--- src/rtl/addsub_rr_arbiter_if.sv ---
// Bundle of request, shared add/sub unit and response signals around the
// round-robin add/sub arbiter. The arbiter uses the slave view; the clients,
// the shared unit and the response consumer together form the master view.
interface addsub_rr_arbiter_if #(
  parameter int N    = 4,
  parameter int NREQ = 4,
  parameter int IDW  = 2
);
  logic [NREQ-1:0]   req_valid;
  logic [NREQ-1:0]   req_ready;
  logic [NREQ*N-1:0] req_a;
  logic [NREQ*N-1:0] req_b;
  logic [NREQ-1:0]   req_op;

  logic [N-1:0]      as_a;
  logic [N-1:0]      as_b;
  logic              as_op;
  logic [N-1:0]      as_s;
  logic              as_cout;

  logic              rsp_valid;
  logic              rsp_ready;
  logic [IDW-1:0]    rsp_id;
  logic [N-1:0]      rsp_s;
  logic              rsp_cout;
  logic              rsp_ovf;
  logic              busy;

  modport slave (
    input  req_valid, req_a, req_b, req_op, as_s, as_cout, rsp_ready,
    output req_ready, as_a, as_b, as_op,
    output rsp_valid, rsp_id, rsp_s, rsp_cout, rsp_ovf, busy
  );

  modport master (
    output req_valid, req_a, req_b, req_op, as_s, as_cout, rsp_ready,
    input  req_ready, as_a, as_b, as_op,
    input  rsp_valid, rsp_id, rsp_s, rsp_cout, rsp_ovf, busy
  );
endinterface

--- src/rtl/addsub_rr_arbiter.sv ---
// Round-robin sequencer sharing one external N-bit adder-subtractor among
// NREQ requesters. One operation is in flight at a time:
// IDLE (grant, load operands) -> EXEC (unit settles, capture) -> RESP (hand off).
//
// state | meaning
// IDLE  | waiting for a request; req_ready is the combinational grant
// EXEC  | operands held on as_*, result captured at the end of the cycle
// RESP  | result presented on rsp_*, waiting for rsp_ready
module addsub_rr_arbiter #(
  parameter int N    = 4,
  parameter int NREQ = 4,
  parameter int IDW  = 2
) (
  input logic               clk,
  input logic               rst,
  addsub_rr_arbiter_if.slave bus
);

  typedef enum logic [1:0] {
    IDLE = 2'd0,
    EXEC = 2'd1,
    RESP = 2'd2
  } state_t;

  state_t          state;
  logic [IDW-1:0]  ptr;
  logic [IDW-1:0]  id;

  logic            gnt_found;
  logic [IDW-1:0]  gnt_id;
  logic [NREQ-1:0] gnt_onehot;
  logic [N-1:0]    sel_a;
  logic [N-1:0]    sel_b;
  logic            sel_op;

  logic [N-1:0]    as_a_q;
  logic [N-1:0]    as_b_q;
  logic            as_op_q;
  logic            rsp_valid_q;
  logic [IDW-1:0]  rsp_id_q;
  logic [N-1:0]    rsp_s_q;
  logic            rsp_cout_q;
  logic            rsp_ovf_q;

  // Rotating priority search starting at ptr; first valid requester wins.
  always_comb begin
    int cand;
    cand       = 0;
    gnt_found  = 1'b0;
    gnt_id     = '0;
    gnt_onehot = '0;
    sel_a      = '0;
    sel_b      = '0;
    sel_op     = 1'b0;
    for (int k = 0; k < NREQ; k++) begin
      cand = int'(ptr) + k;
      if (cand >= NREQ) cand = cand - NREQ;
      for (int j = 0; j < NREQ; j++) begin
        if (!gnt_found && (j == cand) && bus.req_valid[j]) begin
          gnt_found = 1'b1;
          gnt_id    = IDW'(j);
        end
      end
    end
    for (int j = 0; j < NREQ; j++) begin
      if (gnt_found && (int'(gnt_id) == j)) begin
        gnt_onehot[j] = 1'b1;
        sel_a         = bus.req_a[j*N +: N];
        sel_b         = bus.req_b[j*N +: N];
        sel_op        = bus.req_op[j];
      end
    end
  end

  // Operation sequencer with registered unit inputs and response outputs.
  always_ff @(posedge clk) begin
    if (rst) begin
      state       <= IDLE;
      ptr         <= '0;
      id          <= '0;
      as_a_q      <= '0;
      as_b_q      <= '0;
      as_op_q     <= 1'b0;
      rsp_valid_q <= 1'b0;
      rsp_id_q    <= '0;
      rsp_s_q     <= '0;
      rsp_cout_q  <= 1'b0;
      rsp_ovf_q   <= 1'b0;
    end else begin
      case (state)
        IDLE: begin
          if (gnt_found) begin
            as_a_q  <= sel_a;
            as_b_q  <= sel_b;
            as_op_q <= sel_op;
            id      <= gnt_id;
            state   <= EXEC;
          end
        end
        EXEC: begin
          rsp_s_q     <= bus.as_s;
          rsp_cout_q  <= bus.as_cout;
          rsp_id_q    <= id;
          // Signed overflow: operands (B inverted for subtract) agree in sign
          // but the result sign differs.
          rsp_ovf_q   <= (as_a_q[N-1] == (as_b_q[N-1] ^ as_op_q)) &&
                         (bus.as_s[N-1] != as_a_q[N-1]);
          rsp_valid_q <= 1'b1;
          state       <= RESP;
        end
        RESP: begin
          if (bus.rsp_ready) begin
            rsp_valid_q <= 1'b0;
            ptr         <= (int'(id) == NREQ - 1) ? '0 : id + IDW'(1);
            state       <= IDLE;
          end
        end
        default: state <= IDLE;
      endcase
    end
  end

  // Grant is only offered from IDLE and never while reset is held.
  assign bus.req_ready = (state == IDLE && !rst) ? gnt_onehot : '0;
  assign bus.as_a      = as_a_q;
  assign bus.as_b      = as_b_q;
  assign bus.as_op     = as_op_q;
  assign bus.rsp_valid = rsp_valid_q;
  assign bus.rsp_id    = rsp_id_q;
  assign bus.rsp_s     = rsp_s_q;
  assign bus.rsp_cout  = rsp_cout_q;
  assign bus.rsp_ovf   = rsp_ovf_q;
  assign bus.busy      = (state != IDLE);

endmodule

--- src/flat_wrapper.sv ---
// flat-port wrapper written by rule: the top's interface ports become plain ports
module addsub_rr_arbiter_flat 
#(
  parameter int N    = 4,
  parameter int NREQ = 4,
  parameter int IDW  = 2
)
  (clk, rst, bus_req_valid, bus_req_a, bus_req_b, bus_req_op, bus_as_s, bus_as_cout, bus_rsp_ready, bus_req_ready, bus_as_a, bus_as_b, bus_as_op, bus_rsp_valid, bus_rsp_id, bus_rsp_s, bus_rsp_cout, bus_rsp_ovf, bus_busy);
  addsub_rr_arbiter_if #(.N(N), .NREQ(NREQ), .IDW(IDW)) bus_i ();
  input logic clk;
  input logic rst;
  input wire logic [$bits(bus_i.req_valid)-1:0] bus_req_valid;
  input wire logic [$bits(bus_i.req_a)-1:0] bus_req_a;
  input wire logic [$bits(bus_i.req_b)-1:0] bus_req_b;
  input wire logic [$bits(bus_i.req_op)-1:0] bus_req_op;
  input wire logic [$bits(bus_i.as_s)-1:0] bus_as_s;
  input wire logic [$bits(bus_i.as_cout)-1:0] bus_as_cout;
  input wire logic [$bits(bus_i.rsp_ready)-1:0] bus_rsp_ready;
  output wire logic [$bits(bus_i.req_ready)-1:0] bus_req_ready;
  output wire logic [$bits(bus_i.as_a)-1:0] bus_as_a;
  output wire logic [$bits(bus_i.as_b)-1:0] bus_as_b;
  output wire logic [$bits(bus_i.as_op)-1:0] bus_as_op;
  output wire logic [$bits(bus_i.rsp_valid)-1:0] bus_rsp_valid;
  output wire logic [$bits(bus_i.rsp_id)-1:0] bus_rsp_id;
  output wire logic [$bits(bus_i.rsp_s)-1:0] bus_rsp_s;
  output wire logic [$bits(bus_i.rsp_cout)-1:0] bus_rsp_cout;
  output wire logic [$bits(bus_i.rsp_ovf)-1:0] bus_rsp_ovf;
  output wire logic [$bits(bus_i.busy)-1:0] bus_busy;
  assign bus_i.req_valid = bus_req_valid;
  assign bus_i.req_a = bus_req_a;
  assign bus_i.req_b = bus_req_b;
  assign bus_i.req_op = bus_req_op;
  assign bus_i.as_s = bus_as_s;
  assign bus_i.as_cout = bus_as_cout;
  assign bus_i.rsp_ready = bus_rsp_ready;
  assign bus_req_ready = bus_i.req_ready;
  assign bus_as_a = bus_i.as_a;
  assign bus_as_b = bus_i.as_b;
  assign bus_as_op = bus_i.as_op;
  assign bus_rsp_valid = bus_i.rsp_valid;
  assign bus_rsp_id = bus_i.rsp_id;
  assign bus_rsp_s = bus_i.rsp_s;
  assign bus_rsp_cout = bus_i.rsp_cout;
  assign bus_rsp_ovf = bus_i.rsp_ovf;
  assign bus_busy = bus_i.busy;
  addsub_rr_arbiter #(.N(N), .NREQ(NREQ), .IDW(IDW)) u_core (.clk(clk), .rst(rst), .bus(bus_i));
endmodule
--- config.mk ---
export PLATFORM = sky130hd
export DESIGN_NAME = addsub_rr_arbiter_flat
export DESIGN_NICKNAME = d
export VERILOG_FILES = /design/src/rtl/addsub_rr_arbiter_if.sv /design/src/rtl/addsub_rr_arbiter.sv /design/src/flat_wrapper.sv
export SDC_FILE = /design/constraint.sdc
export NUM_CORES = 1
export LEC_CHECK = 0
export ABC_AREA = 1
export CAP_MARGIN = 20
export CELL_PAD_IN_SITES_DETAIL_PLACEMENT = 1
export CELL_PAD_IN_SITES_GLOBAL_PLACEMENT = 2
export CORE_MARGIN = 8
export CORE_UTILIZATION = 21
export DETAILED_ROUTE_END_ITERATION = 7
export GPL_ROUTABILITY_DRIVEN = 0
export PLACE_DENSITY = 0.9
export SLEW_MARGIN = 15
export SYNTH_ARGS = -nofsm -noshare
export SYNTH_HDL_FRONTEND = slang
export SYNTH_SLANG_ARGS = --single-unit
--- constraint.sdc ---
create_clock -name clk -period 2.8 [get_ports clk]
set_input_delay 0.56 -clock clk [delete_from_list [all_inputs] [get_ports clk]]
set_output_delay 0.56 -clock clk [all_outputs]
set_load 0.05 [all_outputs]
==> results by group <==
Worst setup path
  • CP Cell Sequence: inv_4, nand2_2, nand3_4, nand4_4, buf_6, nor3_4, nand2_1, o21ai_2, nor2_1, nand2_2, buf_4, buf_4, nor4_4, buf_12
  • Worst reg2reg startpoint: u_core.ptr[1]
  • R2R depth: 17
  • Critical path peak fanout: 5
  • Crit-path slowest cell: dfxtp_4
  • Slowest Stage Delay on Critical Path: 0.41 ns
  • Crit path required time: 2.24 ns
  • Setup CP Type: flip-flop to primary output
  • CP endpoint kind: primary output
  • CP startpoint kind: flip-flop
  • CP arrival: 2.23 ns
  • Crit path from: u_core.ptr[1]

Logic synthesis
  • Ys async rst share: 0%
  • Share of the synthesized area in the top cell type: 29.43%
  • Netlist cell types: 33
  • Synth Warn #: 0
  • Number of synthesized flops with an enable pin: 0
  • Post-synthesis register bit count: 24
  • Post-Syn Nets: 304
  • Primary FF master, synth: dfxtp_1
  • Post-synthesis cell area: 0.001633 sq mm
  • Synth Instances: 255
  • Register area share after synthesis: 29.43%
  • Most frequent cells after synthesis: 52 x nand2_1, 43 x nand3_1, 31 x inv_1
  • Dominant cell type by area after synthesis: dfxtp_1
  • Count leader, synth: nand2_1
  • Synth top area cells: dfxtp_1 29%, nand3_1 13%, nand2_1 12%
  • Synth Area per Inst: 6.403 sq um

Drt
  • Final WL: 6048 um
  • Drt drc: 0
  • First DRT Iteration DRCs: 49
  • Drt via density: 4.443
  • Pre-Repair DR Iteration Count: 4
  • Wire per inst: 13.59 um
  • Vias: 1,977
  • Post-DRT Antenna Nets: 0

Min path
  • Hold wc startpoint: u_core.bus.rsp_s[2]
  • Worst hold path type: flip-flop to flip-flop
  • Hold depth: 2

Power
  • Peak VDD IR: 0.0001742 V
  • PwrDens: 471.2 mW/mm^2
  • Static leakage: 1.161 nW
  • Design Power: 0.001313 W

Clock network
  • CTS sink count: 24
  • Num CTS Buffers: 3
  • CTS Buffer Depth: 2
  • Clk slew on worst S/H paths: 0.09 ns
  • Later-pin clock latency in the skew report: 0.26 ns
  • CTS tree: done
  • H-tree Lvls: 1
  • Clk root buf: clkbuf_8
  • Post-CTS Hold Buffers: 0

STA
  • Least-Margin Pin Slew: 0.5706 ns
  • Skew final: 0.001560 ns
  • Hold WS: 0.4623 ns
  • Tmin final: 2.791 ns
  • Fin worst setup slack: 0.008863 ns
  • Max Fclk: 358.3 MHz
  • RSZ-0062 raised after global routing: true
  • Tcrit/Tclk final: 99.68%
  • Slew HR: 61.92%
  • Final Hold Fails: 0
  • Final setup fails: 0
  • Pins Over Slew Limit: 0
  • Fin Setup TNS: 0 ns

Run status
  • Outcome: completed

Floorplan
  • Die width: 104.2 um
  • Core area: 0.007647 sq mm
  • IO Count: 71
  • Site Rows: 32
  • Initial core utilization: 21.35%
  • Full die area: 0.01085 sq mm
  • Height of the die: 104.2 um

Global route
  • Global route overflow: 0
  • Vias in the first global route: 2,186
  • First-pass GRT wire length: 10,490 um
  • Antenna violations before repair: 0
  • GRT Total Usage: 11.25%
  • Largest net degree at the start of global routing: 28

Cells and area
  • Fillers: 949
  • Final core utilization: 36.44%
  • Layout cells sized above 1: 21.28%
  • # diodes: 0
  • P&R area growth vs syn: 70.65%
  • Layout Nets: 393

Placement
  • Input/output buffers: 70
  • DP HPWL: 4856 um
  • Post-Place Setup Slack: -0.3679 ns

Flow run
  • Max-cap violations: 0
-- timing repair --
item	in CTS	in global routing
cloned	0	0
buffers inserted	7	4
endpoints found under the setup margin	6	4
resized for setup	31	8
pin swaps	17	10
-- sequential cells by signal (all words and copies together), names as in the netlist, 2 cells and up --
| name | flops |
|---|---|
| u_core.bus.as_a | 4 |
| u_core.bus.rsp_s | 4 |
| u_core.id | 2 |
| u_core.ptr | 2 |
| u_core.bus.rsp_id | 2 |
| u_core.bus.as_b | 4 |
| u_core.state | 2 |
-- cell usage in the layout, fill, tap and decap left out, types with 5 or more instances in the layout --
cell	n
buf_4	24
nor2_1	21
inv_1	31
nand2_2	5
dfxtp_1	22
a21oi_1	17
nand3_1	41
clkdlybuf4s50_1	62
nand2_1	47
o21ai_1	9
-- critical path: cells and delay by family, from the launching register on --
| family | cells | cell delay (ns) |
|---|---|---|
| AND/OR/NAND/NOR | 8 | 0.87 |
| buffers and inverters | 5 | 0.62 |
| AO/OA/AOI/OAI | 1 | 0.05 |
| flip-flops | 1 | 0.41 |
-- layout make-up --
class,count,area (sq um),share of cell area [%]
multi-input cells,182,1052,37.76
repair buffers,95,910.9,32.69
clock buffers,4,55.05,1.976
well taps,102,127.6,4.580
inverters,38,152.6,5.478
flip-flops and latches,24,488.0,17.51
-- path summary, 6_finish.rpt --
path	to	slack, ns
setup reg to reg	u_core.bus.as_a[2]	0.32
hold reg to reg	u_core.bus.rsp_s[2]	0.46
setup / recovery	bus_req_ready[1]	0.009
hold / removal	u_core.bus.rsp_s[2]	0.46
-- cell families (layout without fill, tap and decap cells) --
| logic type | Yosys count | in the layout | synth area share [%] |
|---|---|---|---|
| buffers and inverters | 49 | 137 | 13.49 |
| DFF | 24 | 24 | 29.43 |
| adders and majority gates | 1 | 1 | 0.7662 |
| AOI/OAI and AO/OA | 37 | 37 | 12.41 |
| xor gates and xnor gates | 1 | 1 | 0.5365 |
| and+or+nand+nor | 143 | 143 | 43.37 |
-- per-stage QoR --
step	std cells	instance area (sq um)
after floorplan	255	1668
after global placement	430	2552
after detailed placement	430	2552
after CTS	441	2724
after global routing	445	2786
final	445	2786
-- report_power, final --
| group | switching [W] | internal (W) | total [W] |
|---|---|---|---|
| Combinational | 0.000396 | 0.000270 | 0.000666 |
| Sequential | 0.0000311 | 0.000382 | 0.000413 |
| Clock | 0.000109 | 0.000125 | 0.000234 |
-- routing by layer --
layer	vias up	part of all wire [%]	global-route usage, %
li1	1003	-	-
met1	926	42	12.72
met2	46	50	20.12
met3	2	7.4	4.585
met4	0	0.23	0.6205
met5	-	0	0
(Power assumes the default switching activity.)
